File: src/rtl/load_receiver.sv
// Serial program-load receiver: deserialises host frames into imem/dmem
// write strobes and turns run mode into a core start/done handshake.
module load_receiver #(
    parameter int nAddrBits = 4,
    parameter int nDataBits = 8
) (
    input  logic                 clk,
    input  logic                 rst,
    input  logic [1:0]           mode_in,
    input  logic                 mosi_in,
    input  logic                 core_halt_in,
    output logic                 imem_we,
    output logic                 dmem_we,
    output logic [nAddrBits-1:0] waddr,
    output logic [nDataBits-1:0] wdata,
    output logic                 core_start,
    output logic                 done_out,
    output logic                 frame_err,
    output logic [7:0]           frames_rx
);

    localparam int W = nAddrBits + nDataBits;
    localparam logic [4:0] WMIN = 5'(W);

    localparam logic [1:0] M_IDLE = 2'b00;
    localparam logic [1:0] M_IMEM = 2'b01;
    localparam logic [1:0] M_DMEM = 2'b10;
    localparam logic [1:0] M_RUN  = 2'b11;

    typedef enum logic [1:0] {
        S_IDLE,
        S_SHIFT,
        S_COMMIT,
        S_RUN
    } state_t;

    state_t               state_q, state_d;
    logic [1:0]           mode_q, mode_d;
    logic [W-1:0]         sr_q, sr_d;
    logic [3:0]           cnt_q, cnt_d;
    logic                 imem_we_q, imem_we_d;
    logic                 dmem_we_q, dmem_we_d;
    logic [nAddrBits-1:0] waddr_q, waddr_d;
    logic [nDataBits-1:0] wdata_q, wdata_d;
    logic                 start_q, start_d;
    logic                 done_q, done_d;
    logic                 err_q, err_d;
    logic [7:0]           frames_q, frames_d;

    logic [W-1:0] sr_shift;
    logic [3:0]   cnt_inc;

    assign sr_shift = {mosi_in, sr_q[W-1:1]};
    assign cnt_inc  = (cnt_q == 4'hF) ? cnt_q : cnt_q + 4'd1;

    always_comb begin
        state_d   = state_q;
        mode_d    = mode_q;
        sr_d      = sr_q;
        cnt_d     = cnt_q;
        imem_we_d = 1'b0;
        dmem_we_d = 1'b0;
        waddr_d   = waddr_q;
        wdata_d   = wdata_q;
        start_d   = 1'b0;
        done_d    = done_q;
        err_d     = err_q;
        // a strobe on the output this cycle means one more committed frame
        frames_d  = frames_q + {7'd0, imem_we_q | dmem_we_q};

        unique case (state_q)
            S_IDLE: begin
                if (mode_in == M_IMEM || mode_in == M_DMEM) begin
                    state_d = S_SHIFT;
                    mode_d  = mode_in;
                    sr_d    = sr_shift;
                    cnt_d   = 4'd1;
                end else if (mode_in == M_RUN) begin
                    state_d = S_RUN;
                    start_d = 1'b1;
                end
            end
            S_SHIFT: begin
                if (mode_in == mode_q) begin
                    sr_d  = sr_shift;
                    cnt_d = cnt_inc;
                end else if (mode_in == M_IDLE && {1'b0, cnt_q} >= WMIN) begin
                    state_d = S_COMMIT;
                end else begin
                    err_d   = 1'b1;
                    state_d = S_IDLE;
                end
            end
            S_COMMIT: begin
                imem_we_d = (mode_q == M_IMEM);
                dmem_we_d = (mode_q == M_DMEM);
                waddr_d   = sr_q[nAddrBits-1:0];
                wdata_d   = sr_q[W-1:nAddrBits];
                state_d   = S_IDLE;
            end
            S_RUN: begin
                if (mode_in != M_RUN) begin
                    done_d  = 1'b0;
                    state_d = S_IDLE;
                end else if (core_halt_in) begin
                    done_d = 1'b1;
                end
            end
        endcase
    end

    always_ff @(posedge clk or posedge rst) begin
        if (rst) begin
            state_q   <= S_IDLE;
            mode_q    <= M_IDLE;
            sr_q      <= '0;
            cnt_q     <= '0;
            imem_we_q <= 1'b0;
            dmem_we_q <= 1'b0;
            waddr_q   <= '0;
            wdata_q   <= '0;
            start_q   <= 1'b0;
            done_q    <= 1'b0;
            err_q     <= 1'b0;
            frames_q  <= '0;
        end else begin
            state_q   <= state_d;
            mode_q    <= mode_d;
            sr_q      <= sr_d;
            cnt_q     <= cnt_d;
            imem_we_q <= imem_we_d;
            dmem_we_q <= dmem_we_d;
            waddr_q   <= waddr_d;
            wdata_q   <= wdata_d;
            start_q   <= start_d;
            done_q    <= done_d;
            err_q     <= err_d;
            frames_q  <= frames_d;
        end
    end

    assign imem_we    = imem_we_q;
    assign dmem_we    = dmem_we_q;
    assign waddr      = waddr_q;
    assign wdata      = wdata_q;
    assign core_start = start_q;
    assign done_out   = done_q;
    assign frame_err  = err_q;
    assign frames_rx  = frames_q;

endmodule

File: config.mk
export PLATFORM = sky130hd
export DESIGN_NAME = load_receiver
export DESIGN_NICKNAME = d
export VERILOG_FILES = /design/src/rtl/load_receiver.sv
export SDC_FILE = /design/constraint.sdc
export NUM_CORES = 1
export LEC_CHECK = 0
export ABC_AREA = 1
export CAP_MARGIN = 20
export CORE_MARGIN = 2
export CORE_UTILIZATION = 30
export CTS_CLUSTER_SIZE = 30
export DETAILED_ROUTE_END_ITERATION = 16
export PLACE_DENSITY = 0.61
export SLEW_MARGIN = 40
export SYNTH_ARGS = -nofsm -noshare
export SYNTH_HDL_FRONTEND = slang
export SYNTH_SLANG_ARGS = --single-unit
File: constraint.sdc
create_clock -name clk -period 2.6 [get_ports clk]
set_clock_uncertainty 0.1 [all_clocks]
set_input_delay 0.65 -clock clk [delete_from_list [all_inputs] [get_ports clk]]
set_output_delay 0.65 -clock clk [all_outputs]
set_load 0.05 [all_outputs]
# After elaboration in Yosys (flattened, before gate mapping)
# Cells that the tools add are included.
[word_totals]
reg_bits = 45
in_bits = 6
out_inout_bits = 25
[classes]
addsub = 2
n_lt_le_gt_ge = 1
eq_ne = 17
n_mux = 20
n_bitwise = 3
reduce_logical = 12
[ops]
columns = ["op", "count"]
rows = [
  ["$mux W12", 2],
  ["$pmux W12 S2", 1],
  ["$mux W4", 3],
  ["$ne A2 B2 Y1 const B", 6],
  ["$eq A2 B2 Y1 const B", 5],
  ["$mux W2", 5],
  ["$reduce_and A3 Y1", 3],
  ["$add A8 B1 Y8", 1],
  ["$pmux W2 S4", 1],
  ["$pmux W4 S2", 1],
  ["$mux W1", 7],
  ["$eq A2 B1 Y1 const B", 3],
  ["$add A4 B1 Y4 const B", 1],
  ["$eq A4 B4 Y1 const B", 1],
  ["$ge A4 B4 Y1 const B", 1],
  ["$logic_not A2 Y1", 2],
  ["$reduce_and A2 Y1", 2],
  ["$reduce_and A4 Y1", 1],
  ["$reduce_bool A2 Y1", 2],
  ["$ne A3 B3 Y1 const B", 1],
  ["$eq A2 B2 Y1", 1],
  ["$not A1 Y1", 2],
  ["$logic_and A1 B1 Y1", 1],
  ["$logic_or A1 B1 Y1", 1],
  ["$or A1 B1 Y1", 1],
]

# Logic depth before layout (Yosys ltp)
# Gate-level depths: netlist (run 1).
[logic_depth]
ltp_word = 5
mapped_depth = 8
mapped_depth_nobuf = 8

# Worst setup path before layout (run 1)
# Ideal clock, no wire load.
[synth_timing]
kind = "register to register"
from = "reg dmem_we_q (netlist: dmem_we)"
to = "reg frames_q[6] (netlist: frames_rx[6])"
setup_ps = 126
arrival_time_ps = 1562
t_required_ps = 2374
setup_slack_ps = 813
stages_incl_launch_ff = 8
path_buffers = 0
synth_period_minus_slack_ps = 1787
cell_sequence = "dfrtp_1 -> or2_2 -> ha_1 -> ha_1 -> inv_1 -> nor2_1 -> nand3_1 -> xor2_1"
[synth_between]
elab_chain_len = 2
[synth_rtl]
columns = ["item", "line", "source"]
rows = [
  ["start: declaration", "42", "logic dmem_we_q, dmem_we_d;"],
  ["start signal: assignment", "132", "dmem_we_q <= dmem_we_d;"],
  ["$or A1 B1 Y1", "69", "frames_d = frames_q + {7'd0, imem_we_q | dmem_we_q};"],
  ["$add A8 B1 Y8", "69", ""],
  ["net frames_d[6]", "48", "logic [7:0] frames_q, frames_d;"],
  ["end signal: assignment", "138", "frames_q <= frames_d;"],
  ["end: declaration", "48", ""],
]
# The timed path passes the listed nets, and every way through them passes these cells.
# A chain may end at the register's enable or synchronous reset.

# Worst setup path after layout (run 1)
[layout_timing]
from = "reg frames_q[4] (netlist: frames_rx[4])"
to = "out frames_rx[4]"
[layout_lines]
columns = ["item", "line", "source"]
rows = [
  ["end: declaration", "19", "output logic [7:0] frames_rx"],
]
# No word-level cell between the ends.

==> impl_results.md, run 1 <==
* Outcome: completed
* Seq cells post-synth at 45
* Row count at 30
* Cell Area, Synth at 2069 µm²
* Comb pwr share at approximately 45%
* Tot Pwr at slightly above 3 mW
* Detail Route Antenna Nets at 0
* Final count of negative-setup-slack endpoints at 0
* Drt total wl at 3607 µm
* Ports at 31
* N_diodes at 0
* WP buf/inv at 1
* Critical Path RT at 1.85 ns
* CP Cell Sequence: clkdlybuf4s50_1
* CTS tree: yes
* Critical Path AT at 1.56 ns
* Power share of the clock group at ~17%
* Fmax at approximately 0.43 GHz
* Syn nets at about 210
* Fin crit share at between 80% and 90%
* First-pass GRT wire length at 6216 µm
* Hpwl dp at 2591 µm
* Max_cap viols at 0
* Synthesized instance count at approximately 200
* CP startpoint kind: flop
* Leak pwr at 1.299 nW
* Die X at approximately 87 µm
* Fin. Hold Viols at 0
* Vias in the first global route at 1312
* Min Tclk post-route at around 2.3 ns
* Slowest Stage Delay on Critical Path at ~0.83 ns
* Top_reg_cell synth: dfrtp_1
* GRT Residual Overflow at 0
* H-tree depth at 2
* Layout cells sized above 1 at a little over a fifth
* CTS Buf Count at 5
* Max Root-Sink Buffers at 2
* Internal power at around 1.7 mW
* VDD IR max at between 300 and 400 µV
* Post-route cell area at about 2600 µm²
* Initial antenna violation count at 0
* Most common cell after layout, fill and taps aside: dfrtp_1
* Unrepaired setup endpoints after global routing: no
* Root Buffer: clkbuf_8
* Largest net degree at the start of global routing at 24
* Register area share after synthesis at between 50 and 60%
* Layout net count at 246
* Sequential power share at between 30% and 40%
* Commonest non-fill, non-tap cells in the layout: dfrtp_1, nand2_1, clkdlybuf4s50_1
* I/O Buffers at 30
* Worst rel slew slack at roughly two thirds
* Post-DP Area at 2451 µm²
* Wire per inst at between 10 and 15 µm
* Die H at 87.06 µm
* Router iterations before antenna repair at 4
* Delay-heaviest family, CP: buffers and inverters
* Area delta synth->final at 23.46%
* Vias per inst at between 4 and 5
* Resized cells post-CTS at 0
* Crit Path Class: flop to output pin
* Pwr dens at roughly 1200 nW/µm²
* GP Congestion at approximately 0.76
* Syn avg cell area at between 10 and 15 µm²
* Hold Buf Count CTS at 0
* Worst-path clk slew at ~0.08 ns
* R2r setup slk at between 0.9 and 1 ns
* Full die area at between 7000 and 8000 µm²
* DRT iter0 DRCs at 45
* Slew @ Worst Pin at roughly 0.5 ns
* Crit-path slowest cell: clkdlybuf4s50_1
* Core footprint at about 6700 µm²
* Pins Over Slew Limit at 0
* CTS Sinks at 45
* Routed vias at ~1400
* Number of synthesized flops with an enable pin at 0
* Total GRT Usage at 10.63%
* DRC Markers at 0
* Sw Ratio at between 40% and 50%
* Switching pwr at between 1 and 1.5 mW
* Worst setup EP type: output pin
* Ys async rst share at 100.0%
* Clock latency on the worst-skew pair at 0.30 ns
* Count of cell types in the netlist at 28
* TNS Setup at 0 ns
* Initial Utilization at 30.80%
* Post-CTS setup buffer count at 0
* CP Max Fanout at 5
* Worst Hold Class: flop to flop
* Ys Warns at 0
* Layout Utilization at a little under two fifths
* Fillers at 663
==> cell usage after synthesis (2+ instances only) <==
cell type | count | area, µm²
nand2_2 | 15 | 93.84
xor2_1 | 5 | 43.79
o21ai_0 | 2 | 10.01
ha_1 | 5 | 62.56
nand2_4 | 8 | 90.09
nand2_1 | 41 | 153.9
nand3_1 | 20 | 100.1
buf_6 | 2 | 22.52
inv_2 | 3 | 11.26
dfrtp_1 | 45 | 1126
mux2_1 | 3 | 33.78
o21ai_1 | 2 | 10.01
inv_1 | 15 | 56.30
nor3_1 | 3 | 15.01
mux2_2 | 9 | 101.4
nor2_1 | 8 | 30.03
==> layout make-up <==
class / instances / area [µm²] / area share (%)
Sequential cell: 45 / 1126 / 44.07
Multi-Input combinational cell: 131 / 825.8 / 32.32
Timing Repair Buffer: 34 / 330.3 / 12.93
Tap cell: 80 / 100.1 / 3.918
Clock buffer: 5 / 68.82 / 2.693
Inverter: 18 / 68.82 / 2.693
Clock inverter: 2 / 35.03 / 1.371
==> path summary, 6_finish.rpt <==
check / cells past startpoint / to / startpoint
worst max-delay path: 1 / frames_rx[4] / frames_rx[4]
worst max register to register: 7 / frames_rx[6] / dmem_we
worst min register to register: 1 / frames_rx[7] / frames_rx[7]
max in group asynchronous: 3 / cnt_q[0] / rst
worst min-delay path: 1 / frames_rx[7] / frames_rx[7]
min in group asynchronous: 2 / wdata[5] / rst
==> metrics by stage <==
stage | hold WS, ns | instances | setup slack [ns]
finish | 0.3774 | 315 | 0.2920
global route | 0.4084 | 315 | 0.2523
CTS | 0.3758 | 315 | 0.2831
detailed placement | 0.3642 | 308 | 0.3152
global placement | 0.3612 | 308 | 0.3056
floorplan | 0.3513 | 198 | 0.7906
==> sequential cells by signal, indices dropped and copies added (netlist names), 2 cells and up <==
name and count:
cnt_q 4, frames_rx 8, mode_q 2, sr_q 12, state_q 2, waddr 4, wdata 8
==> power groups by stage <==
stage / registers (mW) / logic, mW / clock network (mW)
after floorplan: 1.54 / 0.655 / 0
after global placement: 1.16 / 1.38 / 0
after detailed placement: 1.16 / 1.40 / 0
after CTS: 1.15 / 1.40 / 0.530
after global routing: 1.19 / 1.50 / 0.559
final: 1.15 / 1.38 / 0.516
==> layer usage <==
metal,vias up,share of wire (%),track usage [%]
li1,708,-,-
met4,0,1.7,4.261
met5,-,0,0
met1,654,52,14.68
met2,25,42,15.06
met3,6,5.0,3.886
==> cells by family after synthesis <==
| family | after synthesis | synth area share, % |
|---|---|---|
| buf+inv | 22 | 5.683 |
| compound gates | 7 | 2.056 |
| fa+ha+maj | 5 | 3.023 |
| flops | 45 | 54.41 |
| mux | 12 | 6.530 |
| xor+xnor | 6 | 2.539 |
| simple gates | 101 | 25.76 |
Note: power is estimated with default switching activity, not from simulation.
==> inputs of run 2 (changes only) <==
--- a/config.mk
+++ b/config.mk
@@ -11,6 +11,7 @@
 export CORE_UTILIZATION = 30
 export CTS_CLUSTER_SIZE = 30
 export DETAILED_ROUTE_END_ITERATION = 16
+export GPL_ROUTABILITY_DRIVEN = 0
 export PLACE_DENSITY = 0.61
 export SLEW_MARGIN = 40
 export SYNTH_ARGS = -nofsm -noshare
==> results of run 2 <==
Final layout, timing and power as in run 1 (identical DEF).
==> inputs of run 3 (changes only) <==
--- a/config.mk
+++ b/config.mk
@@ -5,7 +5,6 @@
 export SDC_FILE = /design/constraint.sdc
 export NUM_CORES = 1
 export LEC_CHECK = 0
-export ABC_AREA = 1
 export CAP_MARGIN = 20
 export CORE_MARGIN = 2
 export CORE_UTILIZATION = 30
@@ -13,6 +12,7 @@
 export DETAILED_ROUTE_END_ITERATION = 16
 export GPL_ROUTABILITY_DRIVEN = 0
 export PLACE_DENSITY = 0.61
+export RECOVER_POWER = 50
 export SLEW_MARGIN = 40
 export SYNTH_ARGS = -nofsm -noshare
 export SYNTH_HDL_FRONTEND = slang
==> run 3 against run 2 <==
- hold slack improved by 0.0045 ns
- power rose by 33%
- critical path type unchanged
- flip-flop and latch count stayed put
==> impl_results.md, run 3 <==
* Worst-path clk slew at 0.09 ns
* Seq cells post-synth at between 40 and 50
* Max Root-Sink Buffers at 2
* Synth top area cells: dfrtp_1, mux2_2, o211ai_1
* Number of synthesized flops with an enable pin at 0
* Top_reg_cell synth: dfrtp_1
* Hold Buf Count CTS at 0
* Syn avg cell area at around 11 µm²
* CP startpoint kind: flop
* Die X at just over 90 µm
* Synthesized instance count at roughly 210
* Routed vias at around 1900
* Full die area at approximately 8500 µm²
* TNS Setup at 0 ns
* Final count of negative-setup-slack endpoints at 0
* Worst slack, placed at between 0.05 and 0.06 ns
* CP Cell Sequence: clkdlybuf4s50_1
* Core footprint at 7647 µm²
* Clock latency on the worst-skew pair at 0.30 ns
* Syn nets at between 200 and 250
* Post-CTS setup buffer count at 0
* Worst Hold Class: flop to flop
* Die H at ~92 µm
* Placed insts at between 300 and 400
* Layout cells sized above 1 at around 16%
* Vias in the first global route at 1860
* Crit-path slowest cell: clkdlybuf4s50_1
* Drt total wl at 5159 µm
* Ys async rst share at 100.0%
* Ports at 31
* CTS Buf Count at 5
* DRT iter0 DRCs at 95
* Area delta synth->final at 26.13%
* First-pass GRT wire length at between 9000 and 10000 µm
* Fin. Hold Viols at 0
* Worst rel slew slack at roughly a quarter
* Area share of the largest cell type after synthesis at 48.28%
* Cell Area, Synth at approximately 2300 µm²
* Largest reg by FF count: sr_q
* Count of cell types in the netlist at 40
* Commonest non-fill, non-tap cells in the layout: dfrtp_1, clkdlybuf4s50_1, nor2b_1
* Initial antenna violation count at 0
* Worst setup EP type: output pin
* Initial Utilization at 30.50%
* Critical Path AT at roughly 1.6 ns
* Crit Path Class: flop to output pin
* Pins Over Slew Limit at 0
* Max_cap viols at 0
* Detail Route Antenna Nets at 0
* Slew @ Worst Pin at 1.113 ns
* Largest area contributor in the netlist: dfrtp_1
* I/O Buffers at 30
* Top-count cell post-synth: dfrtp_1
* N_diodes at 0
* WP buf/inv at 1
* CTS Sinks at 45
* Total GRT Usage at about an eighth
* VDD IR max at roughly 480 µV
* Max reg flops at 12
* Router iterations before antenna repair at 4
* Critical Path RT at 1.85 ns
* Row count at 32
* Fmax at approximately 0.43 GHz
* Leak pwr at around 1.2 nW
* Setup ws final at approximately 0.30 ns
* Slowest Stage Delay on Critical Path at 0.83 ns
* H-tree depth at 2
* CP Max Fanout at 5
* DRC Markers at 0
* Final hold slack at 0.3820 ns
* Register area share after synthesis at 48.28%
* Delay-heaviest family, CP: buffers and inverters
* CTS tree: yes
* Post-synth top cells: dfrtp_1, nor2b_1, mux2_2, nand2_1, o211ai_1
* Tot Pwr at 4.049 mW
* Root Buffer: clkbuf_8
* Largest net degree at the start of global routing at 46
* Resized cells post-CTS at 0
* Wire per inst at around 15 µm
* Vias per inst at 5.251
* Min Tclk post-route at around 2.3 ns
* Unrepaired setup endpoints after global routing: no
* Layout net count at 263
* Fin crit share at about nine tenths
* GRT Residual Overflow at 0
* Hpwl dp at roughly 3500 µm
* Most common cell after layout, fill and taps aside: dfrtp_1
* Outcome: completed
* Finished Layout Cells at 355
* Ys Warns at 0
* Pwr dens at 1376 nW/µm²
==> run 3: layout make-up <==
type / instances / area [µm²]
Clock buffer: 5 / 68.82
Clock inverter: 3 / 68.82
Fill cell: 749 / 4706
Inverter: 7 / 26.28
Multi-Input combinational cell: 148 / 1105
Sequential cell: 45 / 1126
Tap cell: 102 / 127.6
Timing Repair Buffer: 45 / 419.2
==> run 3: cell families (layout without fill, tap and decap cells) <==
family | Yosys count | after routing | synth area share [%]
simple gates | 76 | 76 | 19.26
flops | 45 | 45 | 48.28
compound gates | 43 | 43 | 14.59
buf+inv | 21 | 60 | 4.345
mux | 14 | 14 | 6.760
xor+xnor | 10 | 10 | 4.077
fa+ha+maj | 5 | 5 | 2.682
==> run 3: worst register-to-register path: stages (launching register included) <==
cell and delay [ns]:
dfrtp_1 0.48, buf_4 0.26, nor2b_1 0.53, nand4_1 0.21, a22o_1 0.27
==> run 3: stage by stage <==
stage,utilization (%),instance area (µm²)
after floorplan,-,2332
after global placement,36.91,2823
after detailed placement,36.91,2823
after CTS,38.71,2960
after global routing,38.47,2942
final,38.47,2942
==> run 3: per-layer routing <==
| layer | part of all wire, % | routed length, µm | vias to the layer above | GRT usage (%) |
|---|---|---|---|---|
| li1 | - | - | 885 | - |
| met1 | 46 | 2349 | 930 | 17.66 |
| met2 | 49 | 2543 | 43 | 21.69 |
| met3 | 4.1 | 211 | 6 | 3.205 |
| met4 | 1.1 | 56 | 0 | 3.358 |
| met5 | 0 | 0 | - | 0 |
==> run 3: path summary, 6_finish.rpt <==
check / start / endpoint / slack, ns / cells past startpoint
worst min-delay path: frames_rx[7] / frames_rx[7] / 0.38 / 1
worst max register to register: state_q[1] / cnt_q[0] / 0.64 / 4
min in group asynchronous: rst / sr_q[8] / 1.04 / 3
max in group asynchronous: rst / imem_we / 0.68 / 3
worst max-delay path: frames_rx[4] / frames_rx[4] / 0.30 / 1
worst min register to register: frames_rx[7] / frames_rx[7] / 0.38 / 1
==> run 3: where the power goes <==
group	total (mW)	leakage, nW	internal (mW)	switching, mW
combinational	2.12	0.573	0.884	1.24
sequential	1.28	0.555	0.999	0.284
clock	0.642	0.0687	0.387	0.255
total	4.05	1.20	2.27	1.78
